==> config.mk <==
export PLATFORM = sky130hd
export DESIGN_NAME = tile_blitter_flat
export DESIGN_NICKNAME = d
export VERILOG_FILES = /design/src/rtl/tile_blitter_if.sv /design/src/rtl/tile_blitter.sv /design/src/flat_wrapper.sv
export SDC_FILE = /design/constraint.sdc
export NUM_CORES = 1
export LEC_CHECK = 0
export CAP_MARGIN = 20
export CORE_ASPECT_RATIO = 1.4
export CORE_UTILIZATION = 47
export DETAILED_ROUTE_END_ITERATION = 8
export HOLD_SLACK_MARGIN = 0.08
export PLACE_DENSITY = 0.73
export SLEW_MARGIN = 20
export SYNTH_ARGS = -nofsm -noshare
export SYNTH_HDL_FRONTEND = slang
export SYNTH_SLANG_ARGS = --single-unit
==> constraint.sdc <==
create_clock -name clock -period 2.7 [get_ports clock]
set_input_delay 0.27 -clock clock [delete_from_list [all_inputs] [get_ports clock]]
set_output_delay 0.27 -clock clock [all_outputs]
set_load 0.05 [all_outputs]
==> src/rtl/tile_blitter_if.sv <==
// tile_blitter_if: command handshake and image RAM write bus of the tile blitter.
//   cmd_valid / cmd_ready    command handshake, accepted when both are high
//   cmd_x, cmd_y             tile column (0..39) and row (0..29)
//   cmd_color, cmd_border    fill color and outline request
//   img_addr/img_data/wren   image RAM write port (row-major pixel address)
//   busy, done, err          status: busy while drawing, done/err one-cycle pulses
// master = command issuer, slave = the blitter.
interface tile_blitter_if;
   logic        cmd_valid;
   logic        cmd_ready;
   logic [5:0]  cmd_x;
   logic [4:0]  cmd_y;
   logic [7:0]  cmd_color;
   logic        cmd_border;
   logic [18:0] img_addr;
   logic [7:0]  img_data;
   logic        img_wren;
   logic        busy;
   logic        done;
   logic        err;

   modport master (
      output cmd_valid, cmd_x, cmd_y, cmd_color, cmd_border,
      input  cmd_ready, img_addr, img_data, img_wren, busy, done, err
   );

   modport slave (
      input  cmd_valid, cmd_x, cmd_y, cmd_color, cmd_border,
      output cmd_ready, img_addr, img_data, img_wren, busy, done, err
   );
endinterface

==> src/rtl/tile_blitter.sv <==
// tile_blitter: paints one 16x16 tile of the 640x480 8bpp framebuffer per command,
// one pixel per cycle, optionally with a 1-pixel outline in BORDER_COLOR.
//   clock  rising-edge system clock
//   reset  synchronous, active-high
//   bus    tile_blitter_if.slave: command handshake in, image RAM write port and
//          status (busy, done, err) out; every output is registered.
module tile_blitter #(
   parameter int unsigned SCREEN_W     = 640,
   parameter int unsigned TILE         = 16,
   parameter int unsigned COLS         = 40,
   parameter int unsigned ROWS         = 30,
   parameter logic [7:0]  BORDER_COLOR = 8'hFF
) (
   input logic           clock,
   input logic           reset,
   tile_blitter_if.slave bus
);

   localparam int unsigned CW = $clog2(TILE);

   localparam logic [CW-1:0] LAST      = CW'(TILE - 1);
   localparam logic [5:0]    COLS_V    = 6'(COLS);
   localparam logic [4:0]    ROWS_V    = 5'(ROWS);
   localparam logic [18:0]   TILE_ROW  = 19'(TILE * SCREEN_W);
   localparam logic [18:0]   TILE_W    = 19'(TILE);
   // Jump from the last pixel of one tile row to the first pixel of the next.
   localparam logic [18:0]   ROW_STEP  = 19'(SCREEN_W - TILE + 1);

   localparam logic [1:0] ST_IDLE   = 2'd0;
   localparam logic [1:0] ST_FILL   = 2'd1;
   localparam logic [1:0] ST_DONE   = 2'd2;
   localparam logic [1:0] ST_REJECT = 2'd3;

   logic [1:0]    state_q, state_d;
   logic [CW-1:0] r_q, r_d, c_q, c_d;
   logic [7:0]    color_q, color_d;
   logic          border_q, border_d;
   logic [18:0]   addr_q, addr_d;
   logic [7:0]    data_q, data_d;
   logic          wren_q, wren_d;
   logic          ready_q, ready_d;
   logic          busy_q, busy_d;
   logic          done_q, done_d;
   logic          err_q, err_d;

   function automatic logic on_edge(input logic [CW-1:0] r, input logic [CW-1:0] c);
      return (r == '0) || (r == LAST) || (c == '0) || (c == LAST);
   endfunction

   always_comb begin
      state_d  = state_q;
      r_d      = r_q;
      c_d      = c_q;
      color_d  = color_q;
      border_d = border_q;
      addr_d   = addr_q;
      data_d   = data_q;
      wren_d   = 1'b0;
      ready_d  = 1'b0;
      busy_d   = 1'b0;
      done_d   = 1'b0;
      err_d    = 1'b0;

      unique case (state_q)
         ST_IDLE: begin
            ready_d = 1'b1;
            if (bus.cmd_valid) begin
               ready_d = 1'b0;
               if (bus.cmd_x >= COLS_V || bus.cmd_y >= ROWS_V) begin
                  state_d = ST_REJECT;
                  err_d   = 1'b1;
               end else begin
                  // x/y only feed the base address, so only color/border are kept.
                  state_d  = ST_FILL;
                  color_d  = bus.cmd_color;
                  border_d = bus.cmd_border;
                  r_d      = '0;
                  c_d      = '0;
                  addr_d   = 19'(bus.cmd_y) * TILE_ROW + 19'(bus.cmd_x) * TILE_W;
                  // Pixel (0,0) is always on the outline.
                  data_d   = bus.cmd_border ? BORDER_COLOR : bus.cmd_color;
                  wren_d   = 1'b1;
                  busy_d   = 1'b1;
               end
            end
         end
         ST_FILL: begin
            busy_d = 1'b1;
            if (r_q == LAST && c_q == LAST) begin
               state_d = ST_DONE;
               done_d  = 1'b1;
            end else begin
               wren_d = 1'b1;
               if (c_q == LAST) begin
                  c_d    = '0;
                  r_d    = r_q + CW'(1);
                  addr_d = addr_q + ROW_STEP;
               end else begin
                  c_d    = c_q + CW'(1);
                  addr_d = addr_q + 19'd1;
               end
               data_d = (border_q && on_edge(r_d, c_d)) ? BORDER_COLOR : color_q;
            end
         end
         ST_DONE, ST_REJECT: begin
            state_d = ST_IDLE;
            ready_d = 1'b1;
         end
         default: begin
            state_d = ST_IDLE;
            ready_d = 1'b1;
         end
      endcase
   end

   always_ff @(posedge clock) begin
      if (reset) begin
         state_q  <= ST_IDLE;
         r_q      <= '0;
         c_q      <= '0;
         color_q  <= '0;
         border_q <= 1'b0;
         addr_q   <= '0;
         data_q   <= '0;
         wren_q   <= 1'b0;
         ready_q  <= 1'b1;
         busy_q   <= 1'b0;
         done_q   <= 1'b0;
         err_q    <= 1'b0;
      end else begin
         state_q  <= state_d;
         r_q      <= r_d;
         c_q      <= c_d;
         color_q  <= color_d;
         border_q <= border_d;
         addr_q   <= addr_d;
         data_q   <= data_d;
         wren_q   <= wren_d;
         ready_q  <= ready_d;
         busy_q   <= busy_d;
         done_q   <= done_d;
         err_q    <= err_d;
      end
   end

   assign bus.cmd_ready = ready_q;
   assign bus.img_addr  = addr_q;
   assign bus.img_data  = data_q;
   assign bus.img_wren  = wren_q;
   assign bus.busy      = busy_q;
   assign bus.done      = done_q;
   assign bus.err       = err_q;

endmodule

==> src/flat_wrapper.sv <==
// flat-port wrapper written by rule: the top's interface ports become plain ports
module tile_blitter_flat 
#(
   parameter int unsigned SCREEN_W     = 640,
   parameter int unsigned TILE         = 16,
   parameter int unsigned COLS         = 40,
   parameter int unsigned ROWS         = 30,
   parameter logic [7:0]  BORDER_COLOR = 8'hFF
)
  (clock, reset, bus_cmd_valid, bus_cmd_x, bus_cmd_y, bus_cmd_color, bus_cmd_border, bus_cmd_ready, bus_img_addr, bus_img_data, bus_img_wren, bus_busy, bus_done, bus_err);
  tile_blitter_if bus_i ();
  input logic clock;
  input logic reset;
  input wire logic [$bits(bus_i.cmd_valid)-1:0] bus_cmd_valid;
  input wire logic [$bits(bus_i.cmd_x)-1:0] bus_cmd_x;
  input wire logic [$bits(bus_i.cmd_y)-1:0] bus_cmd_y;
  input wire logic [$bits(bus_i.cmd_color)-1:0] bus_cmd_color;
  input wire logic [$bits(bus_i.cmd_border)-1:0] bus_cmd_border;
  output wire logic [$bits(bus_i.cmd_ready)-1:0] bus_cmd_ready;
  output wire logic [$bits(bus_i.img_addr)-1:0] bus_img_addr;
  output wire logic [$bits(bus_i.img_data)-1:0] bus_img_data;
  output wire logic [$bits(bus_i.img_wren)-1:0] bus_img_wren;
  output wire logic [$bits(bus_i.busy)-1:0] bus_busy;
  output wire logic [$bits(bus_i.done)-1:0] bus_done;
  output wire logic [$bits(bus_i.err)-1:0] bus_err;
  assign bus_i.cmd_valid = bus_cmd_valid;
  assign bus_i.cmd_x = bus_cmd_x;
  assign bus_i.cmd_y = bus_cmd_y;
  assign bus_i.cmd_color = bus_cmd_color;
  assign bus_i.cmd_border = bus_cmd_border;
  assign bus_cmd_ready = bus_i.cmd_ready;
  assign bus_img_addr = bus_i.img_addr;
  assign bus_img_data = bus_i.img_data;
  assign bus_img_wren = bus_i.img_wren;
  assign bus_busy = bus_i.busy;
  assign bus_done = bus_i.done;
  assign bus_err = bus_i.err;
  tile_blitter #(.SCREEN_W(SCREEN_W), .TILE(TILE), .COLS(COLS), .ROWS(ROWS), .BORDER_COLOR(BORDER_COLOR)) u_core (.clock(clock), .reset(reset), .bus(bus_i));
endmodule
==> results.txt <==
----------------------------------------------------
[Timing]
  Maximum achievable frequency ... 395 MHz
  Fin Clk Skew ... 0.00915 ns
  Final Slew Violations ... 0
  Post-Route Setup TNS ... 0 ns
  Share of the clock period used by the worst path ... 0.937
  Minimum period implied by the final worst setup slack ... 2.53 ns
  Final setup violation count ... 0
  Hold violation count in the final report ... 0
  Worst max-slew margin expressed relative to the limit ... 0.558
  Setup repair after global routing missed its margin ... no
  Worst-margin pin slew ... 0.663 ns

[CTS]
  Number of hold buffers added after CTS ... 0
  Number of clock sinks ... 51
  Cell at the root of the clock tree ... sky130_fd_sc_hd__clkbuf_8
  Clock insertion delay at the later pin of the skew report ... 0.32 ns
  Total CTS buffers ... 5
  Clock transition at the register clock pins on the worst setup and hold paths after CTS ... 0.11 ns
  TritonCTS clock tree ... yes
  Number of buffers on the longest clock path ... 2
  H-Tree Depth ... 2
  Post-CTS setup buffer count ... 0

[Critical path]
  Nature of the critical path endpoint ... flop
  Highest net fanout along the worst path ... 10
  Worst Setup Path Type ... flop to flop
  Critical path data arrival time ... 2.73 ns
  CP required ... 2.91 ns
  Worst Reg-to-Reg Cells ... 10
  Register-to-register path setup slack ... 0.17 ns
  RR Startpoint ... u_core.c_q[1]$_SDFFE_PP0P_
  CP Launch Type ... flop
  Worst r2r dst ... u_core.bus.img_addr[16]$_SDFFE_PP0P_

[Detailed routing]
  Antenna Nets Post-Route ... 0
  Average wire length per cell after detail routing ... 15.9 µm
  Mean number of vias per cell ... 5.99
  Initial DRT Pass Iterations ... 5
  Starting DRC count in detailed routing ... 281
  Vias after detailed routing ... 2838
  Overall routed net length ... 7530 µm
  Remaining routing DRC violations ... 0

[GRT]
  Grt ovf ... 0
  Maximum number of pins on one net before global-route repair ... 30
  Wire length of the first global-routing pass ... 12400 µm
  GRT Util Overall ... 0.253
  Via count of the first global-routing pass ... 2656
  Number of antenna violations at the first check in global routing ... 0

[Placement]
  Post-Place Cell Area ... 3530 µm²
  Final HPWL from detailed placement ... 5480 µm
  Weighted congestion at the end of routability-driven global placement ... 0.929
  Number of instances in the placed design ... 466
  Number of buffers inserted by port buffering ... 54

[Pwr]
  Worst vdd rail ir drop ... 0.393 mV
  Overall Power ... 1.81 mW
  Cell area power density ... 499 nW/µm²
  P_sw ... 0.637 mW
  Static leakage ... 1.42 nW
  Cell internal power dissipation ... 1.18 mW
  Sw Share ... 0.352
  Power share of the sequential group ... 0.466
  Proportion of power drawn by combinational gates ... 0.263
  Clk pwr share ... 0.271

[Cells and area]
  Count of placed standard cells in the final layout, fillers left out ... 474
  Final-layout fill cell count ... 538
  Reg area ... 1020 µm²
  Area of the multi-input gates ... 1760 µm²
  Post-route standard cell area excluding fillers ... 3630 µm²
  Post-layout nets ... 441
  Number of diodes ... 0
  Area growth syn-to-layout ... 26.5%
  Share of post-route cells with drive strength above 1 ... 0.0891

[Floorplanning]
  Core area ... 5860 µm²
  Die Span X ... 68.1 µm
  Row cnt ... 33
  Area of the die ... 6430 µm²
  Vert. Die Dim ... 94.5 µm
  Starting density of the core ... 0.490
  I/O pin count ... 55

[Synth]
  Area of the mapped netlist ... 2870 µm²
  Post-synth EDFFs ... 0
  Post-synthesis average cell area ... 8.33 µm²
  Post-Syn Nets ... 383
  Sequential fraction of the synthesis area ... 0.355
  Syn. warnings ... 0
  Count of different cell masters after synthesis ... 61
  Post-synthesis instance total ... 345
  Register bit count reported by yosys ... 51
  Async set-reset flop share out of synthesis ... 0
  Leading register cell type out of synthesis ... sky130_fd_sc_hd__dfxtp_1

[Min path]
  Number of cells traversed by the worst hold path ... 2
  Class of the most critical hold timing path ... flop to flop
  Destination of the worst hold path ... u_core.bus.img_data[3]$_SDFFE_PP0P_
  Worst Hold Launch ... u_core.bus.img_data[3]$_SDFFE_PP0P_

[Outcome]
  Run status ... finished, final reports clean

[Flow run]
  Max capacitance violation total ... 0

----------------------------------------------------
[metal layers]
layer  part of all wire  wire length (µm)  track usage  vias to the layer above
met2               0.50              3760        0.426                       88
li1                   -                 -            -                     1407
met3              0.049               367       0.0519                       12
met1               0.43              3240        0.306                     1331
met4              0.021               157       0.0990                        0
met5                  0                 0            0                        -
[worst max-delay path, stage by stage (launching register included)]
cell                       delay [ns]
sky130_fd_sc_hd__dfxtp_2         0.39
sky130_fd_sc_hd__ha_1            0.23
sky130_fd_sc_hd__nand3_4         0.14
sky130_fd_sc_hd__inv_4           0.15
sky130_fd_sc_hd__ha_1            0.28
sky130_fd_sc_hd__a41o_1          0.27
sky130_fd_sc_hd__o211ai_1        0.20
sky130_fd_sc_hd__a21bo_2         0.22
sky130_fd_sc_hd__mux2_2          0.34
sky130_fd_sc_hd__a22oi_1         0.14
sky130_fd_sc_hd__nor3_1          0.06
[power groups by stage]
stage	Clock [mW]	Sequential, mW	Combinational [mW]
3_3_place_gp	0	0.862	0.471
3_5_place_dp	0	0.861	0.475
5_1_grt	0.525	0.853	0.512
2_1_floorplan	0	0.982	0.175
4_1_cts	0.494	0.844	0.477
6_report	0.491	0.845	0.476
[through the flow]
stage               setup slack [ns]  hold slack, ns  utilization
floorplan                      0.217           0.370            -
global placement               0.170           0.447        0.602
detailed placement            0.0973           0.448        0.602
CTS                           0.0584           0.463        0.618
global route                  0.0451           0.484        0.620
finish                         0.171           0.461        0.620
[layout make-up]
cell class,count,share of cell area
repair buffers,68,0.178
well taps,70,0.0241
multi-input cells,272,0.485
flip-flops and latches,51,0.282
inverters,5,0.00585
clock buffers,5,0.0189
clock inverters,3,0.00723
[placed cells by master (no fill, tap or decap), drive strengths merged, types with 3 or more instances in the layout]
cell type / instances
o311ai: 8
nor3: 8
a21oi: 31
nand2b: 4
o21ai: 19
ha: 14
nor2: 22
or3: 12
nand3: 13
a21o: 7
dfxtp: 51
a2bb2oi: 8
clkbuf: 5
nand4: 5
buf: 14
a22o: 4
a211oi: 5
o31ai: 3
o2111ai: 3
nor4: 3
inv: 7
clkdlybuf4s50: 54
xor2: 6
xnor2: 5
nand2: 52
[what timing repair did]
item | 4_1_cts | 5_1_grt
resized for setup | 0 | 4
endpoints found under the setup margin | 0 | 2
hold endpoints to repair | 0 | 0
[cell families after synthesis]
group | share of synthesized area
fa+ha+maj | 0.0679
xor+xnor | 0.0335
mux | 0.00392
flops | 0.355
simple gates | 0.246
buf+inv | 0.0327
compound gates | 0.261
[worst max-delay path by stage]
stage / from / end / slack, ns
floorplan: u_core.c_q[1]$_SDFFE_PP0P_ / u_core.bus.img_addr[16]$_SDFFE_PP0P_ / 0.22
global placement: u_core.c_q[1]$_SDFFE_PP0P_ / u_core.bus.img_addr[16]$_SDFFE_PP0P_ / 0.17
detailed placement: u_core.c_q[1]$_SDFFE_PP0P_ / u_core.bus.img_addr[16]$_SDFFE_PP0P_ / 0.1
CTS: u_core.c_q[1]$_SDFFE_PP0P_ / u_core.bus.img_addr[16]$_SDFFE_PP0P_ / 0.06
global route: u_core.c_q[1]$_SDFFE_PP0P_ / u_core.bus.img_addr[16]$_SDFFE_PP0P_ / 0.05
finish: u_core.c_q[1]$_SDFFE_PP0P_ / u_core.bus.img_addr[16]$_SDFFE_PP0P_ / 0.17
[synthesized netlist by cell type (5+ instances only)]
| cell | count | area, µm² |
|---|---|---|
| sky130_fd_sc_hd__a211oi_1 | 5 | 37.5 |
| sky130_fd_sc_hd__a21o_1 | 7 | 52.6 |
| sky130_fd_sc_hd__a21oi_1 | 30 | 150 |
| sky130_fd_sc_hd__a2bb2oi_1 | 8 | 70.1 |
| sky130_fd_sc_hd__buf_2 | 6 | 30.0 |
| sky130_fd_sc_hd__clkbuf_1 | 10 | 37.5 |
| sky130_fd_sc_hd__dfxtp_1 | 51 | 1020 |
| sky130_fd_sc_hd__ha_1 | 14 | 175 |
| sky130_fd_sc_hd__nand2_1 | 52 | 195 |
| sky130_fd_sc_hd__nand3_1 | 12 | 60.1 |
| sky130_fd_sc_hd__nand4_1 | 5 | 31.3 |
| sky130_fd_sc_hd__nor2_1 | 21 | 78.8 |
| sky130_fd_sc_hd__nor3_1 | 7 | 35.0 |
| sky130_fd_sc_hd__o21ai_0 | 19 | 95.1 |
| sky130_fd_sc_hd__o311ai_0 | 8 | 70.1 |
| sky130_fd_sc_hd__or3_1 | 12 | 75.1 |
| sky130_fd_sc_hd__xnor2_1 | 5 | 43.8 |
| sky130_fd_sc_hd__xor2_1 | 6 | 52.6 |
[flip-flops by register name (all words and copies together) (netlist names)]
signal                flops
u_core.r_q                4
u_core.bus.busy           1
u_core.c_q                4
u_core.bus.err            1
u_core.bus.img_wren       1
u_core.border_q           1
u_core.state_q            2
u_core.color_q            8
u_core.bus.img_data       8
u_core.bus.img_addr      19
u_core.bus.done           1
u_core.bus.cmd_ready      1
Note: power is estimated with default switching activity, not from simulation.
